$ cat src/rtl/seg7_scan.sv
// seg7_scan: double-buffered multiplexed 7-segment BCD scanner; define SCAN_HEX_EN to show hex glyphs for codes 10..15.
module seg7_scan #(
    parameter int DIGITS   = 4,
    parameter int SCAN_DIV = 1000
) (
    input  logic                  scan_clk,
    input  logic                  scan_rst_n,
    input  logic                  scan_load_in,
    input  logic [4*DIGITS-1:0]   scan_value_in,
    input  logic                  scan_blank_in,
    output logic [6:0]            scan_seg_out,
    output logic [DIGITS-1:0]     scan_dig_out,
    output logic                  scan_frame_out,
    output logic                  scan_pending_out
);
    localparam int PW = $clog2(SCAN_DIV);
    localparam int IW = (DIGITS > 1) ? $clog2(DIGITS) : 1;
    localparam logic [PW-1:0] PRE_TC   = PW'(SCAN_DIV - 1);
    localparam logic [IW-1:0] IDX_LAST = IW'(DIGITS - 1);

    logic [PW-1:0]          r_pre;
    logic [IW-1:0]          r_idx;
    logic [4*DIGITS-1:0]    r_shd;
    logic [4*DIGITS-1:0]    r_dsp;
    logic                   r_pending;
    logic [6:0]             r_seg;
    logic [DIGITS-1:0]      r_dig;
    logic                   r_frame;

    logic                   w_tc;
    logic                   w_fb;
    logic [IW-1:0]          w_idx_nxt;
    logic [3:0]             w_nibs [DIGITS];
    logic [DIGITS-1:0]      w_hi_zero;
    logic [DIGITS-1:0]      w_onehot;
    logic                   w_blank;

    function automatic logic [6:0] f_seg(input logic [3:0] n);
        case (n)
            4'h0:    f_seg = 7'b1111110;
            4'h1:    f_seg = 7'b0110000;
            4'h2:    f_seg = 7'b1101101;
            4'h3:    f_seg = 7'b1111001;
            4'h4:    f_seg = 7'b0110011;
            4'h5:    f_seg = 7'b1011011;
            4'h6:    f_seg = 7'b1011111;
            4'h7:    f_seg = 7'b1110000;
            4'h8:    f_seg = 7'b1111111;
            4'h9:    f_seg = 7'b1111011;
`ifdef SCAN_HEX_EN
            4'hA:    f_seg = 7'b1110111;
            4'hB:    f_seg = 7'b0011111;
            4'hC:    f_seg = 7'b1001110;
            4'hD:    f_seg = 7'b0111101;
            4'hE:    f_seg = 7'b1001111;
            4'hF:    f_seg = 7'b1000111;
`endif
            default: f_seg = 7'b0000000;
        endcase
    endfunction

    // w_hi_zero[k]: every nibble from k up to the top digit is zero
    genvar g;
    for (g = 0; g < DIGITS; g++) begin : g_nib
        assign w_nibs[g]    = r_dsp[4*g +: 4];
        assign w_hi_zero[g] = (r_dsp >> (4*g)) == '0;
    end

    assign w_tc      = r_pre == PRE_TC;
    assign w_fb      = w_tc && (r_idx == IDX_LAST);
    assign w_idx_nxt = !w_tc ? r_idx : (r_idx == IDX_LAST) ? '0 : r_idx + IW'(1);
    assign w_onehot  = DIGITS'(1) << r_idx;
    assign w_blank   = scan_blank_in && (r_idx != '0) && w_hi_zero[r_idx];

    always_ff @(posedge scan_clk or negedge scan_rst_n) begin
        if (!scan_rst_n) begin
            r_pre     <= '0;
            r_idx     <= '0;
            r_shd     <= '0;
            r_dsp     <= '0;
            r_pending <= 1'b0;
            r_seg     <= '0;
            r_dig     <= '0;
            r_frame   <= 1'b0;
        end else begin
            r_pre     <= w_tc ? '0 : r_pre + PW'(1);
            r_idx     <= w_idx_nxt;
            if (scan_load_in)
                r_shd <= scan_value_in;
            // a load landing on the frame boundary bypasses the shadow
            if (w_fb && scan_load_in)
                r_dsp <= scan_value_in;
            else if (w_fb && r_pending)
                r_dsp <= r_shd;
            r_pending <= w_fb ? 1'b0 : (r_pending | scan_load_in);
            r_seg     <= w_blank ? '0 : f_seg(w_nibs[r_idx]);
            r_dig     <= (r_pre == '0) ? '0 : w_onehot;
            r_frame   <= w_fb;
        end
    end

    assign scan_seg_out     = r_seg;
    assign scan_dig_out     = r_dig;
    assign scan_frame_out   = r_frame;
    assign scan_pending_out = r_pending;
endmodule

$ cat config.mk
export PLATFORM = sky130hd
export DESIGN_NAME = seg7_scan
export DESIGN_NICKNAME = d
export VERILOG_FILES = /design/src/rtl/seg7_scan.sv
export SDC_FILE = /design/constraint.sdc
export NUM_CORES = 1
export LEC_CHECK = 0
export BUFFER_PORTS_ARGS = -buffer_cell sky130_fd_sc_hd__buf_2
export CORE_MARGIN = 5
export CORE_UTILIZATION = 45
export DETAILED_ROUTE_END_ITERATION = 7
export PLACE_DENSITY = 0.72
export SKIP_LAST_GASP = 1
export SLEW_MARGIN = 20
export SYNTH_ARGS = -nofsm -noshare
export SYNTH_HDL_FRONTEND = slang
export SYNTH_SLANG_ARGS = --single-unit
export TNS_END_PERCENT = 50
$ cat constraint.sdc
create_clock -name scan_clk -period 2.25 [get_ports scan_clk]
set_clock_uncertainty 0.05 [all_clocks]
set_input_delay 0.225 -clock scan_clk [delete_from_list [all_inputs] [get_ports scan_clk]]
set_output_delay 0.225 -clock scan_clk [all_outputs]
set_load 0.02 [all_outputs]
* After elaboration in Yosys (flattened, before gate mapping) *
Memories as Yosys holds them, arrays and structs flattened.
Cells that the tools add are included.

word-level totals
  bits in read-only memories = 112
  bits of input ports = 20
  register bits after elaboration = 57
  word-level logic and storage cells = 42
  memories = 1

memory list
  memory           depth  bits a word  read ports  clocked after memory_dff  write ports  line  RTL
  (no name shown)  16     7            1           0                         0            39    case (n)

operators by class
  bitwise operators = 2
  multiplexer cells = 12
  reductions and logical operators = 12
  add/sub/neg operators = 2
  $lt $le $gt $ge = 2
  shift operators = 1
  eq/ne operators = 2

operator list
  operator                                                                       number
  16-bit zero test                                                               4
  16-bit 2-to-1 mux                                                              2
  4-bit 2-to-1 mux                                                               3
  10-bit by 1-bit adder with 10-bit output (second input constant)               1
  10-bit equality test (second input constant)                                   1
  10-bit zero test                                                               1
  10-bit 2-to-1 mux                                                              1
  4-bit binary-select mux with 2-bit select                                      1
  7-bit 2-to-1 mux                                                               1
  1-bit logical AND                                                              5
  2-bit nonzero test                                                             2
  1-bit by 2-bit left shift with 4-bit output (first input constant)             1
  3-bit >= comparator (second input constant)                                    1
  2-bit by 3-bit less-than comparator with 1-bit output (second input constant)  1
  2-bit NOT with 3-bit output                                                    1
  2-bit by 1-bit adder with 2-bit output (second input constant)                 1
  1-bit binary-select mux with 2-bit select                                      1
  2-bit equality test (second input constant)                                    1
  1-bit 2-to-1 mux                                                               2
  2-bit 2-to-1 mux                                                               1
  1-bit OR                                                                       1

* Depth between registers and ports, before layout *
An unclocked memory read counts as a cell.

  depth in word-level cells = 6
  gate-level depth with buffers = 8

* Worst setup path before layout *
Ideal clock, no wire load.

  path type = register to register
  from = register r_idx[0]
  to = register r_seg[3] (netlist: scan_seg_out[3])
  slack = 0.363 ns
  arrival = 1.687 ns
  library setup time = 0.150 ns
  clock period less this slack = 1.887 ns
  required time = 2.050 ns
  cell stages (with the launch flop) = 9
  path through = dfrtp_1 buf_4 mux4_2 inv_1 ha_1 inv_1 o21ba_2 o21ai_1 a21oi_1

on the way
  cells in the longest elaborated chain, start to end = 6
  elaborated cells between the ends (all ways) = 11
  classes of those cells = mux: 6; bitwise: 1; reduce/logical: 3; memory: 1

ends and longest elaborated chain
  element                                               line  RTL
  from (decl)                                           22    logic [IW-1:0] r_idx;
  from (signal assigned)                                87    r_idx <= w_idx_nxt;
  2-bit NOT with 3-bit output (implied by the code)     96    r_seg <= w_blank ? '0 : f_seg(w_nibs[r_idx]);
  4-bit binary-select mux with 2-bit select             96
  4-bit 2-to-1 mux (implied by the code) (2 in series)  96
  memory 16 x 7 bit                                     -
  7-bit 2-to-1 mux *                                    96
  to (signal assigned)                                  96
  to (decl)                                             26    logic [6:0] r_seg;

Every way passes the cells marked *; elsewhere a longest branch is shown, timed or not. The select of a mux whose other input is x is not followed.
A chain may end at the register's enable or synchronous reset.

* Final worst setup path *
  from = register r_idx[0]
  to = register r_seg[1] (netlist: scan_seg_out[1])

Same word-level chain as after synthesis.

==> results.md <==
- Status: finished clean
- Worst reg2reg setup slack: 0.27 ns
- Maximum vdd drop: 364 uV
- DP Wirelength: between 3000 and 4000 um
- Logic gate share of total power: 4.3%
- Top-area cell type share of the netlist area: 54.1%
- Final Instance Area: between 3000 and 4000 um^2
- Share of layout cells above drive strength 1: between 30% and 40%
- Clk_lat worst skew: 0.34 ns
- Pint: 1.64 mW
- Final worst path period share: 88.0%
- Wire per inst: around 14 um
- Worst Path Required: 2.46 ns
- CTS root buf: clkbuf_8
- Largest net degree at the start of global routing: 58
- Remaining Overflow, GRT: 0
- CP Capture Point: scan_seg_out[1]
- Type of origin of the critical path: flip-flop
- Tmin final: slightly below 2 ns
- Final instance count without filler cells: 319
- CTS Buf Count: 9
- DRT antenna net count: 0
- Asr flop ratio synth: 100%
- Post-Syn Nets: 230
- Layout fillers: 486
- Main synth FF type: dfrtp_1
- Area delta synth->final: 17.9%
- CP Data Arrival Time: 2.19 ns
- P_sw: 0.429 mW
- Number of DRC markers in iteration 0: 68
- Leakage: 1.42 nW
- Clock power frac: 44.3%
- Pre-antenna DRT Iters: 6
- Synthesized instance count: 199
- Max Fclk: 505 MHz
- Post-synth top area cell: dfrtp_1
- Die H: roughly 87 um
- TritonCTS clock tree: built
- Yosys reg bits: 57
- Crit Path Category: flip-flop to flip-flop
- Detailed-route wire length: 4620 um
- Worst Setup SP: r_idx[0]
- Routability congestion estimate: 0.834
- H-Tree Depth: 3
- MaxCap Viol Count: 0
- CP endpoint kind: flip-flop
- Cells after DPL: 302
- DP Area: 2910 um^2
- Diode count: 0
- Max clock buf depth: 2
- DR vias: 1,630
- Post-Syn Area: ~2600 um^2
- Worst Tran Pin Value: 0.399 ns
- Sequential area share after synthesis: 54.1%
- Final hold viol count: 0
- Via density: between 5 and 6
- Flop pwr share: around 50%
- Power per Cell Area: 664 nW/um^2
- Initial antenna violation count: 0
- DRC: 0
- Initial Util: 47.1%
- Most common cell in the synthesized netlist: dfrtp_1
- Final Slew Violations: 0
- Total power: 2.07 mW
- Total track usage: between 10 and 15%
- Synth unique cells: 35
- Min Hold Slack: 0.0835 ns
- Chip Width: around 87 um
- R2R depth: 6
- Post-synth EDFFs: 0
- Switch share: 20.8%
- Die area: about 7500 um^2
- Port Buffers: 32
- Clk slew on worst S/H paths: 0.06 ns
- Syn_area_per_cell: 13.3 um^2
- R2R Path Start: r_idx[0]
- RSZ-0062 raised after global routing: false
- Synth top cells by count: dfrtp_1, mux2_2, nor2_1
- Reg2reg end: scan_seg_out[1]
- Fin Setup TNS: 0 ns
- I/O Pins: 33
- Global-route wire length before repair: ~8000 um
- Synth warn: 0
- # rows: 27
- Nets: between 200 and 300
- Leading cell types by total area after synthesis: dfrtp_1, mux2_2, mux2_4, ha_1, mux4_2
- Post-CTS Setup Bufs: 0
- Setup violators final: 0
- Worst hold path type: input port to flip-flop
- Core Box Area: 5610 um^2
- Crit Path Max Fanout: 9
- Vias in the first global route: 1,667
- CTS sink cnt: 57
- Normalized max-slew margin: 73.1%
## power by group through the flow
stage / Combinational [mW] / Sequential, mW / Clock (mW)
final: 0.0895 / 1.06 / 0.916
after CTS: 0.0929 / 1.06 / 0.946
after detailed placement: 0.0911 / 1.08 / 0
after global routing: 0.102 / 1.06 / 1.01
after global placement: 0.0877 / 1.08 / 0
after floorplan: 0.0413 / 1.08 / 0
## worst min-delay path by stage
stage,from,endpoint,cells after the start
5_1_grt,scan_value_in[3],r_shd[3],2
3_5_place_dp,scan_rst_n,r_shd[15],2
2_1_floorplan,scan_rst_n,r_dsp[0],0
3_3_place_gp,scan_rst_n,scan_dig_out[3],2
6_report,scan_value_in[2],r_shd[2],2
4_1_cts,scan_value_in[2],r_shd[2],2
## layer usage
layer	up-vias	track usage (%)	wire [um]
met4	0	5.95	81
met5	-	0	0
li1	784	-	-
met2	38	21.5	2100
met3	11	5.99	285
met1	797	17.6	2150
## worst max-delay path, stage by stage, from the launching register on
cell     delay (ns)
dfrtp_2        0.48
mux4_2         0.57
inv_1          0.17
ha_1           0.19
nor2_1         0.05
a211o_1        0.22
a21oi_1        0.16
## layout make-up
| type | instances | area (um^2) | area share, % |
|---|---|---|---|
| sequential | 57 | 1430 | 45.9 |
| multi-input combinational | 124 | 1130 | 36.2 |
| timing repair buffer | 38 | 233 | 7.48 |
| clock buffer | 13 | 149 | 4.79 |
| tap | 72 | 90.1 | 2.90 |
| inverter | 12 | 45.0 | 1.45 |
| clock inverter | 3 | 40.0 | 1.29 |
## through the flow
stage                     utilization (%)  setup slack (ns)
after global routing                 55.5             0.113
final                                55.5             0.269
after detailed placement             51.9             0.197
after CTS                            55.4             0.161
after floorplan                         -             0.363
after global placement               51.9             0.259
## logic make-up (layout without fill, tap and decap cells)
kind of cell / count (synthesis) / after routing / synth area share [%]
compound gates: 23 / 23 / 5.03
flops: 57 / 57 / 54.1
fa+ha+maj: 11 / 11 / 5.22
buf+inv: 18 / 66 / 3.27
xor+xnor: 6 / 6 / 1.99
mux: 39 / 39 / 19.8
simple gates: 45 / 45 / 10.7
## state kept, by name (all words and copies together) (netlist names)
signal	count
scan_pending_out	1
r_shd	16
scan_dig_out	4
r_dsp	16
scan_frame_out	1
r_idx	2
r_pre	10
scan_seg_out	7
## repair_timing
action / in CTS / in global routing
gates resized for setup: 0 / 1
setup endpoints to repair: 0 / 1
hold buffers: 1 / 0
hold endpoints to repair: 57 / 0
## placed cells by master (no fill, tap or decap), types with 4 or more instances in the layout
| master | n |
|---|---|
| a21oi_1 | 11 |
| and2_1 | 5 |
| buf_2 | 32 |
| clkbuf_8 | 10 |
| dfrtp_1 | 56 |
| ha_1 | 11 |
| inv_1 | 12 |
| mux2_2 | 25 |
| mux2_4 | 10 |
| mux4_2 | 4 |
| nand2_1 | 6 |
| nor2_1 | 13 |
| nor4_1 | 5 |
| o21ai_0 | 6 |
| xnor2_1 | 4 |
Note: power is estimated with default switching activity, not from simulation.
